**src/rtl/bus_arb_pkg.sv**
```systemverilog
// bus_arb_pkg: shared types and constants for the bus gate arbiter
package bus_arb_pkg;
  typedef enum logic [1:0] {IDLE, GRANT, TURN} arb_state_t;
  localparam int NREQ = 4;
  localparam int IDX_ALU = 0;
  localparam int IDX_MDR = 1;
  localparam int IDX_PC = 2;
  localparam int IDX_MAR = 3;
  function automatic logic [NREQ-1:0] onehot(input logic [1:0] i);
    return NREQ'(1) << i;
  endfunction
endpackage

```
**src/rtl/rr_picker.sv**
```systemverilog
// rr_picker: rotating-priority search starting at ptr, first high request wins
module rr_picker
  import bus_arb_pkg::*;
(
  input  logic [NREQ-1:0] req,
  input  logic [1:0]      ptr,
  output logic            any,
  output logic [1:0]      idx
);
  logic [NREQ-1:0] rot;
  logic [1:0]      off;
  assign rot = NREQ'({req, req} >> ptr);
  assign off = rot[0] ? 2'd0 : rot[1] ? 2'd1 : rot[2] ? 2'd2 : 2'd3;
  assign any = |req;
  assign idx = ptr + off;
endmodule

```
**src/rtl/bus_gate_arbiter.sv**
```systemverilog
// bus_gate_arbiter: round-robin owner of the one-hot CPU bus-mux gate with burst cap and turnaround
module bus_gate_arbiter
  import bus_arb_pkg::*;
#(
  parameter int MAX_BURST  = 8,
  parameter int TURNAROUND = 1
) (
  input  logic            clk,
  input  logic            rst_n,
  input  logic [NREQ-1:0] req,
  input  logic [NREQ-1:0] lock,
  output logic [NREQ-1:0] gate,
  output logic [1:0]      grant_id,
  output logic            busy,
  output logic [NREQ-1:0] drop
);
  localparam int BW = $clog2(MAX_BURST + 1);
  localparam logic [BW-1:0] LIMIT = BW'(MAX_BURST - 1);
  localparam logic [1:0] TLOAD = 2'(TURNAROUND > 0 ? TURNAROUND - 1 : 0);
  arb_state_t    state;
  logic [1:0]    rr_ptr;
  logic [BW-1:0] beat_cnt;
  logic [1:0]    turn_cnt;
  logic          any;
  logic [1:0]    idx;
  logic          at_limit;
  logic          released;
  logic          leave;
  logic          arb;
  rr_picker u_pick (.req(req), .ptr(rr_ptr), .any(any), .idx(idx));
  // release wins over preemption; a lock sampled high on the limit edge blocks preemption
  always_comb begin
    at_limit = beat_cnt == LIMIT;
    released = !req[grant_id];
    leave    = state == GRANT && (released || (at_limit && !lock[grant_id] && |(req & ~gate)));
    arb      = state == IDLE || (state == TURN && turn_cnt == 2'd0) || (leave && TURNAROUND == 0);
  end
  // FSM, counters, round-robin pointer and registered outputs
  always_ff @(posedge clk or negedge rst_n) begin
    if (!rst_n) begin
      state    <= IDLE;
      gate     <= '0;
      grant_id <= '0;
      busy     <= 1'b0;
      drop     <= '0;
      rr_ptr   <= '0;
      beat_cnt <= '0;
      turn_cnt <= '0;
    end else begin
      drop <= (leave && !released) ? gate : '0;
      if (arb) begin
        state    <= any ? GRANT : IDLE;
        gate     <= any ? onehot(idx) : '0;
        busy     <= any;
        beat_cnt <= '0;
        if (any) begin
          grant_id <= idx;
          rr_ptr   <= idx + 2'd1;
        end
      end else if (leave) begin
        state    <= TURN;
        gate     <= '0;
        busy     <= 1'b0;
        turn_cnt <= TLOAD;
      end else if (state == GRANT && !at_limit) begin
        beat_cnt <= beat_cnt + 1'b1;
      end else if (state == TURN) begin
        turn_cnt <= turn_cnt - 2'd1;
      end
    end
  end
endmodule
```
**config.mk**
```make
export PLATFORM = sky130hd
export DESIGN_NAME = bus_gate_arbiter
export DESIGN_NICKNAME = d
export VERILOG_FILES = /design/src/rtl/bus_arb_pkg.sv /design/src/rtl/rr_picker.sv /design/src/rtl/bus_gate_arbiter.sv
export SDC_FILE = /design/constraint.sdc
export NUM_CORES = 1
export LEC_CHECK = 0
export ABC_AREA = 1
export BUFFER_PORTS_ARGS = -buffer_cell sky130_fd_sc_hd__buf_2
export CORE_MARGIN = 2
export CORE_UTILIZATION = 29
export DETAILED_ROUTE_END_ITERATION = 10
export GPL_TIMING_DRIVEN = 0
export SKIP_LAST_GASP = 1
export SLEW_MARGIN = 20
export SYNTH_ARGS = -nofsm -noshare
export SYNTH_HDL_FRONTEND = slang
export SYNTH_SLANG_ARGS = --single-unit
export TNS_END_PERCENT = 10
```
**constraint.sdc**
```tcl
create_clock -name clk -period 2.1 [get_ports clk]
set_clock_uncertainty 0.2 [all_clocks]
set_input_delay 0 -clock clk [delete_from_list [all_inputs] [get_ports clk]]
set_output_delay 0 -clock clk [all_outputs]
set_load 0.02 [all_outputs]
```
==> flow_metrics.env, run 1 <==
export IMPL_status="completed"
export IMPL_synth_top_area_share_pct=44.99
export IMPL_cp_end_kind="flip-flop"
export IMPL_clock_path_buffers=2
export IMPL_core_area_um2=3661
export IMPL_tns_ps=0
export IMPL_yosysMostFrequentCell="nand2_1"
export IMPL_cp_max_fo=10
export IMPL_wl_per_cell_um=10.90
export IMPL_synth_ff_type="dfrtp_1"
export IMPL_drv_slew=0
export IMPL_synth_avg_cell_area_um2=7.465
export IMPL_clk_pin_slew_ps=70
export IMPL_grt_setup_unrepaired="false"
export IMPL_cts_sinks=20
export IMPL_yosysSeqAreaShare_pct=44.99
export IMPL_async_reset_ff_share_pct=100.0
export IMPL_yosysWarnings=0
export IMPL_yosysUniqueCellTypes=22
export IMPL_gp_routability_congestion=0.7550
export IMPL_vias=985
export IMPL_hpwl_um=1854
export IMPL_leakagePower_uw=0.0007249
export IMPL_max_freq_ghz=0.5166
export IMPL_hold_violations=0
export IMPL_grt_util_all_layers_pct=12.84
export IMPL_crit_buf_inv=1
export IMPL_period_share_pct=92.19
export IMPL_critPathRequiredTime_ps=2090
export IMPL_die_h_um=65.93
export IMPL_setup_violations=0
export IMPL_syn_to_final_growth_pct=22.27
export IMPL_yosysTopAreaCell="dfrtp_1"
export IMPL_multiInputGateArea_um2=548.0
export IMPL_syn_nets=162
export IMPL_drt_initial_drc_count=48
export IMPL_hold_class="input pin to async pin"
export IMPL_drive_gt1_share_pct=21.26
export IMPL_vdd_drop_max_v=0.0004685
export IMPL_grt_pass1_vias=973
export IMPL_post_cts_setup_buffers=0
export IMPL_grt_pass1_wl_um=4326
export IMPL_synth_common_cells="nand2_1, dfrtp_1, inv_1, nor2_1, nand3_1"
export IMPL_drc_errors=0
export IMPL_cpPeakStageDelay_ps=380
export IMPL_p_per_area_nw_per_um2=1428
export IMPL_start_util_pct=30.38
export IMPL_io_buffer_count=20
export IMPL_synth_area_leaders="dfrtp_1, nand2_1, inv_1"
export IMPL_path_class="flip-flop to flip-flop"
export IMPL_grt_overflow=0
export IMPL_clockRootBuffer="clkbuf_8"
export IMPL_ios=21
export IMPL_antenna_found_initial=0
export IMPL_register_area_um2=500.5
export IMPL_tightest_slew_ps=445.6
export IMPL_row_count=22
export IMPL_syn_area_um2=1112
export IMPL_ys_ff_latch=20
export IMPL_crit_chain="buf_4 -> nor2_4 -> a21oi_1 -> nor2_1 -> a21oi_1 -> o22ai_1 -> ha_2 -> nor2_2 -> nand3_1 -> o21ai_1"
export IMPL_crit_family="simple AND/OR/NAND/NOR gates"
export IMPL_cts_tree="done"
export IMPL_totalWireLength_um=2419
export IMPL_clock_latency_ps=260
export IMPL_cap_violations=0
export IMPL_crit_slowest_cell="dfrtp_1"
export IMPL_post_route_util_pct=37.15
export IMPL_fin_nets=188
export IMPL_fillers=396
export IMPL_arrival_ps=1920
export IMPL_synth_edf_count=0
export IMPL_fp_dieArea_um2=4347
export IMPL_relSlewSlack_pct=70.29
export IMPL_htreeDepth=1
export IMPL_firstDrtPassIters=4
export IMPL_fp_dieW_um=65.93
export IMPL_startpoint_type="flip-flop"
export IMPL_syn_inst=149
export IMPL_n_antenna_cell=0
export IMPL_min_period_ps=1936
export IMPL_numCtsBuffers=3
export IMPL_grt_max_degree=21
export IMPL_cp_common_cell="a21oi_1"
export IMPL_via_per_inst=4.437
export IMPL_drt_antenna_violating_nets=0
## area by class of cell
cell class,count,share of cell area [%]
buffer,1,0.5520
inverter,21,5.796
clock buffer,4,4.048
timing repair buffer,21,8.096
sequential,20,36.80
multi-input combinational,107,40.29
tap,48,4.416
## layer usage
metal  vias to the layer above  share of wire [%]  GRT usage (%)
met5                         -                  0              0
met4                         0               0.54          3.061
met3                         2                4.8          4.429
met2                        18                 46          20.58
met1                       438                 49          16.60
li1                        527                  -              -
## flip-flops by register name, summed over array words and instances, names as in the netlist
register,cells
beat_cnt,4
drop,4
gate,4
grant_id,2
rr_ptr,2
state,2
turn_cnt,2
## timing repair
item	4_1_cts	5_1_grt
resized for setup	0	7
hold buffers	1	0
endpoints found under the setup margin	0	3
endpoints found under the hold margin	20	0
## power by group
group          total [uW]  internal (uW)  switching [uW]  leakage, uW
clock                 292            167             125    0.0000288
sequential            610            507             103     0.000261
combinational        1040            357             683     0.000435
## worst reg2reg max path: stages (launching register included)
cell	delay [ps]
dfrtp_1	380
buf_4	180
nor2_4	110
a21oi_1	40
nor2_1	100
a21oi_1	50
o22ai_1	160
ha_2	320
nor2_2	140
nand3_1	110
o21ai_1	90
## metrics by stage
step,cells,total power [uW],hold slack [ps],area (um2),setup slack (ps)
finish,222,1942,10.74,1360,164.1
global route,222,2151,52.84,1360,2.162
CTS,222,1922,22.66,1338,131.8
detailed placement,217,1614,-222.5,1272,152.2
global placement,217,1612,-229.0,1272,163.0
floorplan,149,1362,-495.6,1112,306.3
## cell families (layout without fill, tap and decap cells)
kind of cell	after synthesis	in the layout	synth area share [%]
AND/OR/NAND/NOR	79	79	31.05
AO/OA/AOI/OAI	24	24	12.04
adder cells (fa/ha/maj)	3	3	3.375
flip-flops	20	20	44.99
XOR/XNOR	1	1	0.7875
buffers and inverters	22	47	7.761
## cells in the final DEF, fill, tap and decap left out, types with 2 or more instances in the layout
| cell type | count |
|---|---|
| a21oi_1 | 4 |
| buf_2 | 20 |
| clkbuf_8 | 4 |
| dfrtp_1 | 20 |
| ha_1 | 2 |
| inv_1 | 20 |
| nand2_1 | 39 |
| nand2_2 | 3 |
| nand2_4 | 2 |
| nand3_1 | 11 |
| nand4_1 | 2 |
| nor2_1 | 17 |
| o211ai_1 | 2 |
| o21ai_0 | 5 |
| o21ai_1 | 7 |
| o21ai_2 | 2 |
| o22ai_1 | 2 |
## final timing paths
kind | from | end | slack, ps | cells past startpoint
max | rr_ptr[0]$_DFFE_PN0P_ | gate[2]$_DFFE_PN0P_ | 160 | 10
min | rst_n | drop[2]$_DFF_PN0_ | 10 | 2
max reg2reg | rr_ptr[0]$_DFFE_PN0P_ | gate[2]$_DFFE_PN0P_ | 160 | 10
min reg2reg | rr_ptr[1]$_DFFE_PN0P_ | rr_ptr[1]$_DFFE_PN0P_ | 310 | 2
max in group asynchronous | rst_n | beat_cnt[0]$_DFFE_PN0P_ | 1380 | 2
min in group clk | req[3] | state[0]$_DFFE_PN0P_ | 60 | 5
No activity file was read; power rests on OpenSTA's default activity.
==> run 2, diff against run 1 <==
Settings changed: REMOVE_ABC_BUFFERS set to 1.
==> flow_metrics.env, run 2 (synthesis results as in run 1) <==
export IMPL_status="completed"
export IMPL_cp_max_fo=11
export IMPL_syn_to_final_growth_pct=20.02
export IMPL_grt_overflow=0
export IMPL_die_h_um=65.93
export IMPL_clock_latency_ps=260
export IMPL_cp_end_kind="flip-flop"
export IMPL_hold_violations=0
export IMPL_clockRootBuffer="clkbuf_8"
export IMPL_place_inst=216
export IMPL_n_antenna_cell=0
export IMPL_cts_tree="done"
export IMPL_totalWireLength_um=2247
export IMPL_grt_setup_unrepaired="true"
export IMPL_leakagePower_uw=0.0007191
export IMPL_vias=993
export IMPL_drt_antenna_violating_nets=0
export IMPL_grt_max_degree=21
export IMPL_post_cts_setup_buffers=0
export IMPL_row_count=22
export IMPL_clock_path_buffers=2
export IMPL_top_regs="beat_cnt x4, drop x4, gate x4"
export IMPL_relSlewSlack_pct=70.60
export IMPL_firstDrtPassIters=4
export IMPL_crit_chain="nor2_1 -> a21oi_1 -> nor2_1 -> a21oi_1 -> o22ai_1 -> ha_1 -> inv_1 -> nand2_1 -> nand2_1 -> nand3_1 -> nand3_1"
export IMPL_hold_class="input pin to async pin"
export IMPL_p_clk_share_pct=15.5
export IMPL_core_area_um2=3661
export IMPL_cts_sinks=20
export IMPL_antenna_found_initial=0
export IMPL_grt_pass1_vias=915
export IMPL_period_share_pct=89.60
export IMPL_io_buffer_count=20
export IMPL_p_total_uw=1877
export IMPL_gp_routability_congestion=0.7505
export IMPL_ios=21
export IMPL_intPower_uw=999.4
export IMPL_grt_pass1_wl_um=4036
export IMPL_grt_util_all_layers_pct=12.06
export IMPL_startpoint_type="flip-flop"
export IMPL_layout_commonest_cell="nand2_1"
export IMPL_drive_gt1_share_pct=18.50
export IMPL_combinationalPowerShare_pct=51.0
export IMPL_stdcell_count=221
export IMPL_via_per_inst=4.493
export IMPL_mostFrequentLayoutCells="nand2_1, inv_1, buf_2, nor2_1, dfrtp_1"
export IMPL_cap_violations=0
export IMPL_clk_pin_slew_ps=70
export IMPL_post_route_util_pct=36.47
export IMPL_setup_violations=0
export IMPL_drc_errors=0
export IMPL_min_period_ps=1882
export IMPL_numCtsBuffers=3
export IMPL_path_class="flip-flop to flip-flop"
export IMPL_vdd_drop_max_v=0.0004782
export IMPL_power_switching_uw=877.3
export IMPL_hold_slack_ps=16.69
export IMPL_htreeDepth=1
export IMPL_fp_dieW_um=65.93
export IMPL_fp_dieArea_um2=4347
export IMPL_crit_slowest_cell="dfrtp_2"
export IMPL_arrival_ps=1820
export IMPL_pwr_share_seq_pct=33.5
export IMPL_cpPeakStageDelay_ps=480
export IMPL_start_util_pct=30.38
export IMPL_hpwl_um=1731
export IMPL_fin_nets=187
export IMPL_critPathRequiredTime_ps=2040
export IMPL_p_per_area_nw_per_um2=1406
export IMPL_drt_initial_drc_count=35
export IMPL_drv_slew=0
export IMPL_tightest_slew_ps=441.0
export IMPL_max_freq_ghz=0.5314
export IMPL_wl_per_cell_um=10.17
export IMPL_sw_frac_of_total_pct=46.75
run 2: timing repair:
item	CTS	global route
hold buffers	1	0
setup endpoints to repair	0	5
endpoints found under the hold margin	20	0
resized for setup	0	2
run 2: power groups by stage:
stage                     Combinational [uW]  Clock [uW]  Sequential, uW
after global routing                    1110         313             656
after global placement                   951           0             632
after floorplan                          661           0             687
after CTS                                966         298             626
final                                    957         290             629
after detailed placement                 959           0             631
run 2: per-layer routing:
layer / global-route usage [%] / wire (um)
met2: 18.43 / 915
met4: 3.061 / 12
met1: 16.56 / 1195
met3: 3.748 / 124
met5: 0 / 0
run 2: worst paths after layout:
check	from	to	slack [ps]	cells past startpoint
max	rr_ptr[0]$_DFFE_PN0P_	rr_ptr[1]$_DFFE_PN0P_	220	11
min	rst_n	gate[2]$_DFFE_PN0P_	20	2
max reg2reg	rr_ptr[0]$_DFFE_PN0P_	rr_ptr[1]$_DFFE_PN0P_	220	11
min reg2reg	beat_cnt[1]$_DFFE_PN0P_	beat_cnt[1]$_DFFE_PN0P_	310	2
max in group asynchronous	rst_n	rr_ptr[0]$_DFFE_PN0P_	1350	2
min in group clk	req[3]	state[0]$_DFFE_PN0P_	80	5
run 2: cell type report:
type	count	area [um2]
Tap cell	48	60.06
Multi-Input combinational cell	107	529.3
Inverter	21	78.83
Sequential cell	20	501.7
Clock buffer	4	55.05
Fill cell	391	2326
Timing Repair Buffer	21	110.1
run 2: critical path: cells and delay by family, from the launching register on:
| kind | cells | cell delay [ps] |
|---|---|---|
| AO/OA/AOI/OAI | 3 | 240 |
| adder cells (fa/ha/maj) | 1 | 190 |
| buffers and inverters | 1 | 40 |
| flip-flops | 1 | 480 |
| AND/OR/NAND/NOR | 6 | 610 |
run 2: through the flow:
step / setup TNS, ps / area [um2] / setup WS, ps
3_5_place_dp: 0 / 1265 / 170.6
6_report: 0 / 1335 / 218.4
4_1_cts: 0 / 1330 / 136.5
2_1_floorplan: 0 / 1105 / 343.4
3_3_place_gp: 0 / 1265 / 156.6
5_1_grt: -21.59 / 1335 / -12.52
==> run 3, diff against run 2 <==
Settings changed: ABC_AREA 1 to unset.
==> flow_metrics.env, run 3 <==
export IMPL_start_util_pct=30.04
export IMPL_postLayoutCellArea_um2=1336
export IMPL_reg2regPathDepth=7
export IMPL_startpoint_type="flip-flop"
export IMPL_fin_nets=150
export IMPL_relSlewSlack_pct=69.57
export IMPL_firstDrtPassIters=5
export IMPL_async_reset_ff_share_pct=100.0
export IMPL_dpl_cell_area_um2=1255
export IMPL_top_regs="beat_cnt x4, drop x4, gate x4"
export IMPL_via_per_inst=5.000
export IMPL_grt_max_degree=21
export IMPL_yosysWarnings=0
export IMPL_cp_endpoint="rr_ptr[1]$_DFFE_PN0P_"
export IMPL_vdd_drop_max_v=0.0006527
export IMPL_tightest_slew_ps=452.3
export IMPL_startpoint="rr_ptr[1]$_DFFE_PN0P_"
export IMPL_synth_top_area_share_pct=45.51
export IMPL_timing_final_ws_setup_ps=74.67
export IMPL_leakagePower_uw=0.0006148
export IMPL_synth_area_leaders="dfrtp_1, o21ai_0, nand2_1"
export IMPL_syn_to_final_growth_pct=21.50
export IMPL_clockRootBuffer="clkbuf_8"
export IMPL_totalWireLength_um=2322
export IMPL_cp_common_cell="o21ai_0"
export IMPL_setup_violations=0
export IMPL_fp_dieW_um=65.58
export IMPL_row_count=22
export IMPL_cp_end_kind="flip-flop"
export IMPL_ys_ff_latch=20
export IMPL_r2r_start="rr_ptr[1]$_DFFE_PN0P_"
export IMPL_post_route_util_pct=36.50
export IMPL_gp_routability_congestion=0.7885
export IMPL_hpwl_um=1791
export IMPL_grt_pass1_vias=864
export IMPL_drt_antenna_violating_nets=0
export IMPL_clock_path_buffers=2
export IMPL_htreeDepth=1
export IMPL_critPathRequiredTime_ps=2090
export IMPL_crit_slowest_cell="dfrtp_1"
export IMPL_cap_violations=0
export IMPL_reg2reg_slack_ps=70
export IMPL_yosysSeqAreaShare_pct=45.51
export IMPL_drv_slew=0
export IMPL_cts_tree="done"
export IMPL_drc_errors=0
export IMPL_pre_cts_ws_ps=78.96
export IMPL_p_per_area_nw_per_um2=1378
export IMPL_die_h_um=65.58
export IMPL_period_share_pct=96.44
export IMPL_max_freq_ghz=0.4937
export IMPL_yosysUniqueCellTypes=36
export IMPL_path_class="flip-flop to flip-flop"
export IMPL_synth_edf_count=0
export IMPL_vias=920
export IMPL_fp_dieArea_um2=4301
export IMPL_min_period_ps=2025
export IMPL_clk_pin_slew_ps=70
export IMPL_yosysMostFrequentCell="dfrtp_1"
export IMPL_drive_gt1_share_pct=22.79
export IMPL_syn_area_um2=1100
export IMPL_hold_violations=0
export IMPL_antenna_found_initial=0
export IMPL_core_area_um2=3661
export IMPL_ios=21
export IMPL_io_buffer_count=20
export IMPL_grt_setup_unrepaired="true"
export IMPL_synth_avg_cell_area_um2=9.820
export IMPL_numCtsBuffers=3
export IMPL_arrival_ps=2010
export IMPL_hold_slack_ps=4.221
export IMPL_drt_initial_drc_count=32
export IMPL_grt_util_all_layers_pct=11.90
export IMPL_timing_rr_end="rr_ptr[1]$_DFFE_PN0P_"
export IMPL_mostFrequentLayoutCells="dfrtp_1, buf_2, nand2_1, o21ai_0, inv_1"
export IMPL_status="completed"
export IMPL_n_antenna_cell=0
export IMPL_yosysTopAreaCell="dfrtp_1"
export IMPL_synth_common_cells="dfrtp_1, nand2_1, o21ai_0, inv_1, a21oi_1"
export IMPL_hold_class="input pin to async pin"
export IMPL_cts_sinks=20
export IMPL_cpPeakStageDelay_ps=450
export IMPL_crit_chain="nand2_1 -> a21oi_1 -> o21ai_0 -> o21ai_0 -> ha_1 -> xor3_1 -> mux2i_1"
export IMPL_synth_ff_type="dfrtp_1"
export IMPL_grt_pass1_wl_um=3946
export IMPL_cp_max_fo=7
export IMPL_syn_inst=112
export IMPL_clock_latency_ps=260
export IMPL_wl_per_cell_um=12.62
export IMPL_grt_overflow=0
==> run 3: changes by cell type in the layout (fill, tap and decap cells not counted), moves of 3 or more <==
cell / before / now
nor2_1: 19 / 5
inv_1: 20 / 8
nand2_1: 40 / 13
o21ai_0: 5 / 12
o21ai_1: 8 / 2
and2_1: 0 / 4
a211oi_1: 0 / 3
nor2b_1: 0 / 4
nand3_1: 11 / 5
==> run 3: worst min path at each step <==
stage / startpoint / end / slack (ps) / cells after the start
global placement: rst_n / turn_cnt[1]$_DFFE_PN0P_ / -230 / 1
CTS: rst_n / beat_cnt[3]$_DFFE_PN0P_ / 20 / 2
finish: rst_n / turn_cnt[1]$_DFFE_PN0P_ / 4 / 2
detailed placement: rst_n / turn_cnt[1]$_DFFE_PN0P_ / -230 / 1
global route: rst_n / turn_cnt[1]$_DFFE_PN0P_ / 60 / 2
floorplan: rst_n / beat_cnt[0]$_DFFE_PN0P_ / -500 / 0
==> run 3: what timing repair did <==
item / 4_1_cts / 5_1_grt
hold buffers: 1 / 0
gates resized for setup: 0 / 1
buffers inserted: 0 / 0
hold endpoints to repair: 20 / 0
setup endpoints to repair: 0 / 6
==> run 3: final cells by class <==
cell class	instances	area [um2]
Multi-Input combinational cell	83	564.3
Clock buffer	3	41.29
Fill cell	376	2325
Sequential cell	20	500.5
Tap cell	48	60.06
Inverter	8	30.03
Timing Repair Buffer	21	110.1
Clock inverter	1	30.03
==> run 3: where the power goes <==
| group | total (uW) | internal, uW | switching [uW] |
|---|---|---|---|
| combinational | 828 | 360 | 467 |
| sequential | 632 | 502 | 131 |
| clock | 381 | 255 | 126 |
| total | 1840 | 1120 | 724 |
==> run 3: metrics by stage <==
stage | setup TNS (ps) | instances | power, uW
2_1_floorplan | 0 | 111 | 1239
3_3_place_gp | 0 | 179 | 1417
3_5_place_dp | 0 | 179 | 1457
4_1_cts | 0 | 184 | 1846
5_1_grt | -129.0 | 184 | 1986
6_report | 0 | 184 | 1841
==> run 3: cells by family after synthesis <==
kind of cell               share of synthesized area [%]
muxes                                              5.347
DFF                                                45.51
xor gates and xnor gates                           3.754
AOI/OAI and AO/OA                                  19.80
and+or+nand+nor                                    19.00
adders and majority gates                          3.413
buffers and inverters                              3.185
==> run 3: worst max-delay path: cells and delay by family (launching register included) <==
| family | cells | cell delay, ps |
|---|---|---|
| flops | 1 | 450 |
| compound gates | 3 | 370 |
| fa+ha+maj | 1 | 360 |
| xor+xnor | 1 | 360 |
| mux | 1 | 130 |
| simple gates | 1 | 90 |
==> run 3: routing by layer <==
layer,up-vias,GRT usage [%],routed length (um)
met4,0,3.385,15
met3,2,3.253,119
met1,432,14.95,1089
li1,459,-,-
met5,-,0,0
met2,27,20.03,1098
